## src/rtl/mul_seq_pkg.sv

```systemverilog
// Shared types and constants for the time-multiplexed 8x8 multiplier.
// Defines the sequencer states, the nibble step encoding and the shift for each step.
package mul_seq_pkg;

    localparam int OPW = 8;
    localparam int PW  = 16;

    typedef enum logic [1:0] {
        IDLE = 2'd0,
        MUL  = 2'd1,
        DONE = 2'd2
    } state_e;

    localparam logic [1:0] STEP_LL = 2'd0;
    localparam logic [1:0] STEP_LH = 2'd1;
    localparam logic [1:0] STEP_HL = 2'd2;
    localparam logic [1:0] STEP_HH = 2'd3;

    // Bit weight of the nibble partial product produced in a given step.
    function automatic logic [3:0] step_shift(input logic [1:0] step);
        logic [3:0] shamt;
        case (step)
            STEP_LL: shamt = 4'd0;
            STEP_LH: shamt = 4'd4;
            STEP_HL: shamt = 4'd4;
            default: shamt = 4'd8;
        endcase
        return shamt;
    endfunction

endpackage

```

## src/rtl/mult4x4.sv

```systemverilog
// Combinational 4x4 unsigned array multiplier; the sequencer reuses this one
// instance for every nibble partial product.
module mult4x4 (
    input  logic [3:0] A,
    input  logic [3:0] B,
    output logic [7:0] P
);

    always_comb begin
        // NOTE: assigning a default before any conditional update keeps the
        // block purely combinational; a path that leaves P unassigned infers a latch.
        P = '0;
        for (int i = 0; i < 4; i++) begin
            if (B[i]) begin
                P = P + ({4'b0000, A} << i);
            end
        end
    end

endmodule

```

## src/rtl/mul8x8_sequencer.sv

```systemverilog
// 8x8 unsigned multiplier built from four nibble products of one mult4x4,
// with valid/ready handshakes on operands and result.
module mul8x8_sequencer
    import mul_seq_pkg::*;
(
    input  logic          clk,
    input  logic          rst,
    input  logic          in_valid,
    output logic          in_ready,
    input  logic [OPW-1:0] a,
    input  logic [OPW-1:0] b,
    output logic          out_valid,
    input  logic          out_ready,
    output logic [PW-1:0]  p,
    output logic          busy
);

    state_e         state_q, state_d;
    logic [1:0]     step_q, step_d;
    logic [OPW-1:0] a_q, a_d;
    logic [OPW-1:0] b_q, b_d;
    logic [PW-1:0]  acc_q, acc_d;

    logic [3:0]     mul_a, mul_b;
    logic [7:0]     mul_p;
    logic [PW-1:0]  pp_shifted;
    logic           accept;

    // Nibble operand selection; the shift is applied in a separate block so
    // no single process reads back its own outputs through the multiplier.
    always_comb begin
        mul_a = a_q[3:0];
        mul_b = b_q[3:0];
        case (step_q)
            STEP_LL: begin
                mul_a = a_q[3:0];
                mul_b = b_q[3:0];
            end
            STEP_LH: begin
                mul_a = a_q[3:0];
                mul_b = b_q[7:4];
            end
            STEP_HL: begin
                mul_a = a_q[7:4];
                mul_b = b_q[3:0];
            end
            default: begin
                mul_a = a_q[7:4];
                mul_b = b_q[7:4];
            end
        endcase
    end

    mult4x4 u_mult4x4 (
        .A(mul_a),
        .B(mul_b),
        .P(mul_p)
    );

    always_comb begin
        pp_shifted = {8'h00, mul_p} << step_shift(step_q);
    end

    always_comb begin
        state_d = state_q;
        step_d  = step_q;
        a_d     = a_q;
        b_d     = b_q;
        acc_d   = acc_q;

        case (state_q)
            IDLE:    in_ready = 1'b1;
            DONE:    in_ready = out_ready;
            default: in_ready = 1'b0;
        endcase
        accept = in_valid && in_ready;

        case (state_q)
            IDLE: begin
                if (accept) begin
                    a_d     = a;
                    b_d     = b;
                    acc_d   = '0;
                    step_d  = STEP_LL;
                    state_d = MUL;
                end
            end
            MUL: begin
                acc_d  = acc_q + pp_shifted;
                step_d = step_q + 2'd1;
                if (step_q == STEP_HH) begin
                    state_d = DONE;
                end
            end
            DONE: begin
                // Consuming the result and accepting the next pair share one edge.
                if (out_ready) begin
                    if (in_valid) begin
                        a_d     = a;
                        b_d     = b;
                        acc_d   = '0;
                        step_d  = STEP_LL;
                        state_d = MUL;
                    end else begin
                        state_d = IDLE;
                    end
                end
            end
            default: state_d = IDLE;
        endcase
    end

    always_ff @(posedge clk) begin
        // NOTE: sequential state uses non-blocking assignments so every flop
        // samples pre-edge values regardless of statement order.
        if (rst) begin
            state_q <= IDLE;
            step_q  <= STEP_LL;
            a_q     <= '0;
            b_q     <= '0;
            acc_q   <= '0;
        end else begin
            state_q <= state_d;
            step_q  <= step_d;
            a_q     <= a_d;
            b_q     <= b_d;
            acc_q   <= acc_d;
        end
    end

    assign p         = acc_q;
    assign out_valid = (state_q == DONE);
    assign busy      = (state_q == MUL);

endmodule

```

## config.mk

```make
export PLATFORM = sky130hd
export DESIGN_NAME = mul8x8_sequencer
export DESIGN_NICKNAME = d
export VERILOG_FILES = /design/src/rtl/mul_seq_pkg.sv /design/src/rtl/mult4x4.sv /design/src/rtl/mul8x8_sequencer.sv
export SDC_FILE = /design/constraint.sdc
export NUM_CORES = 1
export LEC_CHECK = 0
export ABC_AREA = 1
export CORE_MARGIN = 1.5
export CORE_UTILIZATION = 55
export DETAILED_ROUTE_END_ITERATION = 8
export GPL_TIMING_DRIVEN = 0
export MAX_ROUTING_LAYER = met4
export PLACE_DENSITY = 0.8
export REMOVE_ABC_BUFFERS = 1
export SKIP_CTS_REPAIR_TIMING = 1
export SYNTH_ARGS = -nofsm -noshare
export SYNTH_HDL_FRONTEND = slang
export SYNTH_SLANG_ARGS = --single-unit
```

## constraint.sdc

```tcl
create_clock -name clk -period 7.64 [get_ports clk]
set_input_delay 1.528 -clock clk [delete_from_list [all_inputs] [get_ports clk]]
set_output_delay 1.528 -clock clk [all_outputs]
set_load 0.02 [all_outputs]
```

==> flow_summary.yaml <==
detailed_routing:
  antenna_left: 0
  drc: 0
  detail_route.vias_per_cell: 5.38
  top_layer: "met4"
  post_drt_wl_per_cell_um: 12.1
  m1WireLength_um: 2980
  wl_um: 6290
  length_of_routed_met3_wiring_um: 357
  first_iter_violations: 155
  detailroute.via_count: 2799
  dr_wl_met2_um: 2880
  drt-pass1-iter-count: 4
logic_synthesis:
  seq_area_frac_synth: 0.260
  synth_cell_type_count: 35
  synth_area_um2: 2770
  synth.ff_latch_count: 36
  cell_accounting_for_the_most_synthesized_area: "dfxtp_1"
  synth.most_common_cell: "nand2_1"
  synth-main-ff-cell: "dfxtp_1"
  synthTopCellsByArea: "dfxtp_1 26%, ha_1 14%, nand2_1 13%"
  netlist_top_cells_count: "94 x nand2_1, 57 x a21oi_1, 48 x nor2_1"
  syn_inst: 418
  syn_area_per_cell_um2: 6.62
  post_synth_edffs: 0
  synth_top_cell_area_share: 0.260
  async_flop_share: 0
  synth.yosys.warnings: 0
worst_setup_path:
  critPathRequiredTime_ps: 7790
  cp_slowest_stage_delay_ps: 620
  ff2ff_path_depth: 32
  critical_path.slowest_cell: "o21ai_1"
  crit_arrival_ps: 6950
  reg2reg_setup_slack_ps: 830
  cp_max_fo: 7
  worstSetupEndpoint: "p[13]$_SDFFE_PP0P_"
  rr_startpoint: "step_q[0]$_SDFFE_PP0P_"
  r2r_end: "p[13]$_SDFFE_PP0P_"
  worstSetupStartpointType: "flip-flop"
  crit_path_end_kind: "flip-flop"
  criticalPathCategory: "flip-flop to flip-flop"
  cp-startpoint: "step_q[0]$_SDFFE_PP0P_"
  crit_top_cell: "nand2_1"
floorplan:
  placeableCoreArea_um2: 4790
  design.die.area_um2: 5470
  initial_utilization: 0.579
  io_pins: 39
  num_rows: 25
  horizontal_die_dimension_um: 74.0
  die_height_um: 74.0
power:
  clock_power_share: 0.271
  switching_share: 0.373
  vdd.ir_drop.worst_uv: 140
  internal_dissipation_mw: 0.330
  power.share.combinational: 0.338
  power_density_nw_per_um2: 161
  p_sw_mw: 0.197
  seq_power_share: 0.391
  static-leakage-power_nw: 1.55
timing:
  fin_crit_ps: 6810
  timing.hold.ws_ps: 452
  grt_setup_unrepaired: "no"
  final-max-slew-violation-count: 0
  worst_pin_slew_ps: 854
  count_of_endpoints_failing_hold_in_the_final_timing_report: 0
  fmax_mhz: 147
  tns_ps: 0
  final_min_period_over_clock_period: 0.891
  clock-skew-final_ps: 4.36
  relSlewSlack: 0.429
  setup_viol_count_final: 0
finish:
  syn2layout_area_growth_pct: 18.6
  antenna_diode_count: 0
  stdcell_count: 520
  final_layout_size_suffix_gt1_frac: 0.0442
  nNetsFinal: 506
  post-route-util: 0.686
  final_design_area_no_fill_um2: 3280
global_route:
  grt_first_pass_wirelength_um: 10800
  grt_start_max_net_pins: 25
  grt_util_overall: 0.258
  initial_antenna_violation_count: 0
  grt_overflow_total: 0
  number_of_global_route_vias_before_repair: 2513
placement:
  place.gp.congestion: 0.860
  place_inst: 512
  detailedPlacementHpwl_um: 4850
  placedInstanceArea_um2: 3190
  placement.io_buffers: 38
clocking:
  clock_tree.buffer_depth: 2
  clk_latency_ps: 290
  worst_setup_hold_path_clk_slew_ps: 80
  tritoncts_clock_tree: "built"
  ctsRootBufferMaster: "clkbuf_8"
  cts_inserted_buffers: 5
  ctsHtreeMaxLevel: 2
  numClockSinks: 36
job:
  maxCapViolCount: 0
worst_hold_path:
  holdCritPathClass: "flip-flop to flip-flop"
  worstHoldPathCells: 2
status:
  outcome: "finished, final reports clean"
## layout by cell type, fill, tap and decap left out, types with 4 or more instances in the layout
| cell | netlist | layout |
|---|---|---|
| nand2_1 | 94 | 94 |
| a21oi_1 | 57 | 57 |
| nor2_1 | 48 | 47 |
| inv_1 | 41 | 41 |
| clkdlybuf4s50_1 | 0 | 38 |
| dfxtp_1 | 36 | 36 |
| o21ai_0 | 35 | 34 |
| ha_1 | 30 | 30 |
| nand3_1 | 21 | 21 |
| o21ai_1 | 5 | 6 |
| clkbuf_8 | 0 | 5 |
| fa_1 | 4 | 4 |
## metal layers
layer | track usage | vias to the layer above
met2 | 0.413 | 79
met3 | 0.0420 | 9
met4 | 0.0720 | 0
met5 | - | -
li1 | - | 1455
met1 | 0.337 | 1256
## area by class of cell
| type | count | area, µm² |
|---|---|---|
| sequential | 36 | 721 |
| clock inverter | 3 | 23.8 |
| tap | 67 | 83.8 |
| multi-input combinational | 329 | 1850 |
| timing repair buffer | 38 | 380 |
| clock buffer | 5 | 68.8 |
| fill | 436 | 1500 |
| inverter | 42 | 158 |
## power by group through the flow
stage	Combinational [mW]	Clock, mW	Sequential, mW
floorplan	0.120	0	0.213
global placement	0.171	0	0.210
detailed placement	0.176	0	0.211
CTS	0.177	0.146	0.206
global route	0.203	0.153	0.208
finish	0.178	0.143	0.206
## flip-flops by register name (all words and copies together) (netlist names)
signal and flops:
a_q 8, step_q 2, b_q 8, state_q 2, p 16
## worst max-delay path: cells and delay by family (launching register included)
kind / cells / cell delay (ps)
buf+inv: 3 / 260
fa+ha+maj: 8 / 2370
flops: 1 / 340
compound gates: 8 / 2090
simple gates: 13 / 1600
## worst min-delay path by stage
| stage | to | slack [ps] | start |
|---|---|---|---|
| finish | a_q[2]$_SDFFE_PP0P_ | 450 | a_q[2]$_SDFFE_PP0P_ |
| global route | a_q[2]$_SDFFE_PP0P_ | 470 | a_q[2]$_SDFFE_PP0P_ |
| CTS | a_q[1]$_SDFFE_PP0P_ | 460 | a_q[1]$_SDFFE_PP0P_ |
| detailed placement | a_q[1]$_SDFFE_PP0P_ | 440 | a_q[1]$_SDFFE_PP0P_ |
| global placement | a_q[2]$_SDFFE_PP0P_ | 440 | a_q[2]$_SDFFE_PP0P_ |
| floorplan | a_q[1]$_SDFFE_PP0P_ | 420 | a_q[1]$_SDFFE_PP0P_ |
## stage by stage
step           setup WS, ps  power (mW)
2_1_floorplan          1510       0.334
3_3_place_gp            692       0.381
3_5_place_dp            594       0.387
4_1_cts                 530       0.530
5_1_grt                 217       0.563
6_report                834       0.527
## kinds of logic (layout without fill, tap and decap cells)
logic type | Yosys count | count (layout) | synth area share
DFF | 36 | 36 | 0.260
AOI/OAI and AO/OA | 110 | 110 | 0.211
adders and majority gates | 34 | 34 | 0.164
xor gates and xnor gates | 4 | 4 | 0.0127
buffers and inverters | 53 | 88 | 0.0732
and+or+nand+nor | 179 | 179 | 0.271
muxes | 2 | 2 | 0.00768
No activity file was read; power rests on OpenSTA's default activity.
